==> config.mk <==
export PLATFORM = sky130hd
export DESIGN_NAME = debug_reg_scanner
export DESIGN_NICKNAME = d
export VERILOG_FILES = /design/src/rtl/debug_reg_scanner.sv
export SDC_FILE = /design/constraint.sdc
export NUM_CORES = 1
export LEC_CHECK = 0
export BUFFER_PORTS_ARGS = -buffer_cell sky130_fd_sc_hd__buf_2
export CAP_MARGIN = 20
export CORE_ASPECT_RATIO = 1.5
export CORE_MARGIN = 2
export CORE_UTILIZATION = 58
export DETAILED_ROUTE_END_ITERATION = 10
export PLACE_DENSITY = 0.86
export SYNTH_ARGS = -nofsm -noshare
export SYNTH_HDL_FRONTEND = slang
export SYNTH_SLANG_ARGS = --single-unit
==> constraint.sdc <==
create_clock -name clk -period 3.4 [get_ports clk]
set_clock_uncertainty 0.2 [all_clocks]
set_input_delay 0.34 -clock clk [delete_from_list [all_inputs] [get_ports clk]]
set_output_delay 0.34 -clock clk [all_outputs]
set_load 0.005 [all_outputs]
==> src/rtl/debug_reg_scanner.sv <==
// ============================================================================
// debug_reg_scanner: walks the CPU debug register port, streams a dump frame.
// Optional: DBG_CHECKSUM_EN appends an XOR checksum byte.   Rev 1.0
// ============================================================================
`default_nettype none
`timescale 1ns/1ps

module debug_reg_scanner #(
  parameter int          NUM_REGS      = 32,
  parameter int          SETTLE_CYCLES = 1,
  parameter logic [7:0]  HDR_BYTE      = 8'hA5
) (
  input  logic        clk,
  input  logic        reset,
  input  logic        start,
  output logic [4:0]  debug_reg_select,
  input  logic [31:0] debug_reg_out,
  input  logic [31:0] PC,
  output logic [7:0]  tx_data,
  output logic        tx_valid,
  input  logic        tx_ready,
  output logic        busy,
  output logic        done
);

  localparam logic [4:0] LAST_IDX    = 5'(NUM_REGS - 1);
  localparam logic [3:0] LAST_SETTLE = 4'(SETTLE_CYCLES - 1);

`ifdef DBG_CHECKSUM_EN
  typedef enum logic [2:0] {
    S_IDLE, S_HDR, S_PCB, S_SEL, S_RB, S_FIN, S_CSUM
  } state_t;
`else
  typedef enum logic [2:0] {
    S_IDLE, S_HDR, S_PCB, S_SEL, S_RB, S_FIN
  } state_t;
`endif

  state_t      state_q, state_d;
  logic [31:0] pc_q, pc_d;
  logic [31:0] reg_q, reg_d;
  logic [4:0]  idx_q, idx_d;
  logic [1:0]  bcnt_q, bcnt_d;
  logic [3:0]  settle_q, settle_d;
`ifdef DBG_CHECKSUM_EN
  logic [7:0]  csum_q, csum_d;
`endif

  // Byte 0 of a word is its most significant byte.
  function automatic logic [7:0] byte_of(input logic [31:0] w, input logic [1:0] b);
    return w[{~b, 3'b000} +: 8];
  endfunction

  always_ff @(posedge clk) begin
    if (reset) begin
      state_q  <= S_IDLE;
      pc_q     <= '0;
      reg_q    <= '0;
      idx_q    <= '0;
      bcnt_q   <= '0;
      settle_q <= '0;
`ifdef DBG_CHECKSUM_EN
      csum_q   <= '0;
`endif
    end else begin
      state_q  <= state_d;
      pc_q     <= pc_d;
      reg_q    <= reg_d;
      idx_q    <= idx_d;
      bcnt_q   <= bcnt_d;
      settle_q <= settle_d;
`ifdef DBG_CHECKSUM_EN
      csum_q   <= csum_d;
`endif
    end
  end

  // Outputs are decoded from registered state only, so tx_data/tx_valid
  // cannot change while a byte waits for tx_ready.
  always_comb begin
    state_d          = state_q;
    pc_d             = pc_q;
    reg_d            = reg_q;
    idx_d            = idx_q;
    bcnt_d           = bcnt_q;
    settle_d         = settle_q;
`ifdef DBG_CHECKSUM_EN
    csum_d           = csum_q;
`endif
    debug_reg_select = 5'd0;
    tx_data          = 8'd0;
    tx_valid         = 1'b0;
    busy             = 1'b1;
    done             = 1'b0;

    case (state_q)
      S_IDLE: begin
        busy = 1'b0;
        if (start) begin
          pc_d     = PC;
          idx_d    = 5'd0;
          bcnt_d   = 2'd0;
          settle_d = 4'd0;
`ifdef DBG_CHECKSUM_EN
          csum_d   = 8'd0;
`endif
          state_d  = S_HDR;
        end
      end

      S_HDR: begin
        tx_valid = 1'b1;
        tx_data  = HDR_BYTE;
        if (tx_ready) begin
          bcnt_d  = 2'd0;
          state_d = S_PCB;
        end
      end

      S_PCB: begin
        tx_valid = 1'b1;
        tx_data  = byte_of(pc_q, bcnt_q);
        if (tx_ready) begin
`ifdef DBG_CHECKSUM_EN
          csum_d = csum_q ^ tx_data;
`endif
          bcnt_d = bcnt_q + 2'd1;
          if (bcnt_q == 2'd3) begin
            idx_d    = 5'd0;
            settle_d = 4'd0;
            state_d  = S_SEL;
          end
        end
      end

      S_SEL: begin
        debug_reg_select = idx_q;
        if (settle_q == LAST_SETTLE) begin
          reg_d    = debug_reg_out;
          settle_d = 4'd0;
          bcnt_d   = 2'd0;
          state_d  = S_RB;
        end else begin
          settle_d = settle_q + 4'd1;
        end
      end

      S_RB: begin
        debug_reg_select = idx_q;
        tx_valid         = 1'b1;
        tx_data          = byte_of(reg_q, bcnt_q);
        if (tx_ready) begin
`ifdef DBG_CHECKSUM_EN
          csum_d = csum_q ^ tx_data;
`endif
          bcnt_d = bcnt_q + 2'd1;
          if (bcnt_q == 2'd3) begin
            if (idx_q == LAST_IDX) begin
`ifdef DBG_CHECKSUM_EN
              state_d = S_CSUM;
`else
              state_d = S_FIN;
`endif
            end else begin
              idx_d    = idx_q + 5'd1;
              settle_d = 4'd0;
              state_d  = S_SEL;
            end
          end
        end
      end

`ifdef DBG_CHECKSUM_EN
      S_CSUM: begin
        tx_valid = 1'b1;
        tx_data  = csum_q;
        if (tx_ready) state_d = S_FIN;
      end
`endif

      S_FIN: begin
        busy    = 1'b0;
        done    = 1'b1;
        state_d = S_IDLE;
      end

      default: begin
        busy    = 1'b0;
        state_d = S_IDLE;
      end
    endcase
  end

endmodule

`default_nettype wire
==> flow_summary.ini <==
[status]
outcome = complete, but fails checks
violations = design-rule violations

[sta]
rsz0062_at_grt = no
min_period_over_period_pct = 88.2
final-setup-viol-count = 0
worst_slew_margin_rel_pct = 34.7
slew_viol_final = 0
worstMarginPinSlew_ps = 974
hold_violations = 0
setup_ws_ps = 402
fin_setup_tns_ps = 0
fmax_mhz = 334
period_needed_ps = 3000

[clock_tree]
cts_tree = built
root_buffer = clkbuf_8
cts.sinks = 78
htree_levels = 3
path_clk_slew_ps = 80
clockBufferDepth = 2
clock_latency_ps = 350
cts_made_buffers = 9
cts_hold_repair.buffers = 0
cts_resized = 0

[floorplan]
fp.dieW_um = 69.9
core_area_um2 = 6400
die-area_um2 = 7190
io_pins = 84
initial_core_util_pct = 59.1
fp.dieH_um = 103
rows = 36

[setup_path]
crit_buf_inv = 1
startpoint_type = flop
cp.required_ps = 2860
r2r-start = state_q[1]$_SDFFE_PP0P_
path_cells = mux4_1 > nand2b_1 > a21o_1 > buf_2
endpoint_kind = output pin
crit_arrival_ps = 2460
slowest_stage = dfxtp_1
regToRegSetupSlack_ps = 500
r2r_end = bcnt_q[1]$_SDFFE_PP0P_
cp_top_family = flip-flops
critPathKind = reg -> out
reg2reg_depth = 4
critPathMaxStageDelay_ps = 940
crit_fanout = 18

[drt]
vias_per_cell = 5.95
dr_total_vias = 3567
wl_per_cell_um = 16.5
first_pass_iters = 9
wl_um = 9900
drc = 2
drtIter0Drc = 337
antenna_left = 0

[finish]
final_cells = 599
synthToLayoutAreaGrowth_pct = 19.1
fillers = 495
drive_gt1_share_pct = 25.6
final_nets = 592
num_antenna_cells = 0
fin_area_um2 = 4500

[power_and_ir_drop]
power_mw = 2.68
ir_worst_vdd_v = 0.000381
power_density_nw_per_um2 = 596
leakage_nw = 1.79

[placement]
gp_congestion = 0.884
dp_hpwl_um = 6630
post-place-cells = 577
io_buffer_count = 83
place_area_um2 = 4160
pre_cts_slack_ps = 638

[yosys]
syn-mean-instance-area_um2 = 8.46
postSynthCellCount = 447
seq_area_frac_synth_pct = 41.3
synth_edf_count = 0
ys_warn_count = 0
async_flop_share_pct = 0
syn_area_um2 = 3780
synthFlopType = dfxtp_1
ys_seq_elements = 78
synth_nets = 520
yosys.cell_types.count = 51

[run]
max_cap_viol_count = 0

[hold_path]
hp-class = in -> reg
hold_start = PC[21]
hold_depth = 3
holdPathEnd = pc_q[21]$_SDFFE_PP0P_

[global_routing]
grt_start_max_net_pins = 64
grt_pass1_vias = 3404
grt_pass1_wl_um = 15800
track_usage_pct = 28.1
antenna_found_initial = 0
gr-total-overflow = 0
-- power by group --
part | internal, mW | switching (mW) | total (mW)
Combinational | 0.300 | 0.393 | 0.694
Sequential | 1.00 | 0.113 | 1.12
Clock | 0.544 | 0.327 | 0.871
Total | 1.85 | 0.834 | 2.68
-- how the worst max path moves through the flow --
stage	from	cells after the start	slack [ps]	end
6_report	bcnt_q[0]$_SDFFE_PP0P_	4	400	tx_data[2]
5_1_grt	bcnt_q[0]$_SDFFE_PP0P_	4	240	tx_data[5]
4_1_cts	state_q[1]$_SDFFE_PP0P_	6	240	tx_data[5]
3_5_place_dp	state_q[1]$_SDFFE_PP0P_	6	640	tx_data[5]
3_3_place_gp	state_q[1]$_SDFFE_PP0P_	4	770	tx_data[7]
2_1_floorplan	bcnt_q[0]$_SDFFE_PP0P_	4	1320	tx_data[3]
-- what timing repair did --
action,4_1_cts,5_1_grt
setup buffers,0,5
endpoints found under the hold margin,0,0
endpoints found under the setup margin,0,1
-- Yosys cell counts, drive strengths merged, types with 3 or more instances --
cell | n | area [um2]
or4 | 4 | 30.0
nand3 | 4 | 20.0
nor2 | 8 | 30.0
and2 | 6 | 37.5
a22o | 4 | 35.0
and3 | 4 | 30.0
inv | 7 | 26.3
buf | 19 | 116
a311oi | 3 | 45.0
o31ai | 4 | 35.0
mux4 | 13 | 308
clkbuf | 15 | 56.3
a21o | 4 | 30.0
nor2b | 3 | 18.8
mux2i | 7 | 70.1
dfxtp | 78 | 1560
a21oi | 78 | 394
ha | 5 | 62.6
a221oi | 3 | 26.3
nand2b | 7 | 43.8
o21ai | 6 | 30.0
nor3 | 4 | 25.0
nand2 | 138 | 521
-- registers in the layout (all words and copies together), names as in the netlist --
name and flops:
reg_q 32, pc_q 32, bcnt_q 2, state_q 3
settle_q 4, idx_q 5
-- worst min-delay path: stages --
cell and delay, ps:
buf_2 100, nand2_1 40, a21oi_1 50
-- cell families after synthesis --
group           count (synthesis)  synth area share (%)
fa+ha+maj                       5                  1.66
simple gates                  188                  22.6
buf+inv                        41                  5.26
flops                          78                  41.3
compound gates                111                  18.0
xor+xnor                        3                 0.894
mux                            21                  10.3
-- per-layer routing --
metal | track usage, % | vias up | part of all wire (%)
met5 | 0 | - | 0
met3 | 5.67 | 51 | 5.4
met4 | 18.3 | 0 | 6.5
met1 | 30.9 | 1673 | 37
met2 | 49.6 | 153 | 52
li1 | - | 1690 | -
-- cell type report --
class	instances	area [um2]	area share [%]
inverters	7	26.3	0.583
flip-flops and latches	78	1560	34.7
repair buffers	95	546	12.1
well taps	76	95.1	2.11
clock inverters	3	90.1	2.00
clock buffers	12	165	3.67
multi-input cells	328	2020	44.8
-- through the flow --
step	hold WS, ps	utilization, %
after floorplan	232	-
after global placement	240	65.0
after detailed placement	247	65.0
after CTS	11.6	69.0
after global routing	26.1	70.4
final	18.9	70.4
-- cell usage in the layout, fill, tap and decap left out, types with 6 or more instances in the layout --
master    count
inv_1         7
dfxtp_1      78
mux4_2        9
mux2i_1       7
a21oi_1      77
nor2_1        8
and2_1        6
buf_2        83
nand2_1     137
buf_4        10
clkbuf_8     12
nand2b_1      7
Power figures use the tool's default switching activity.
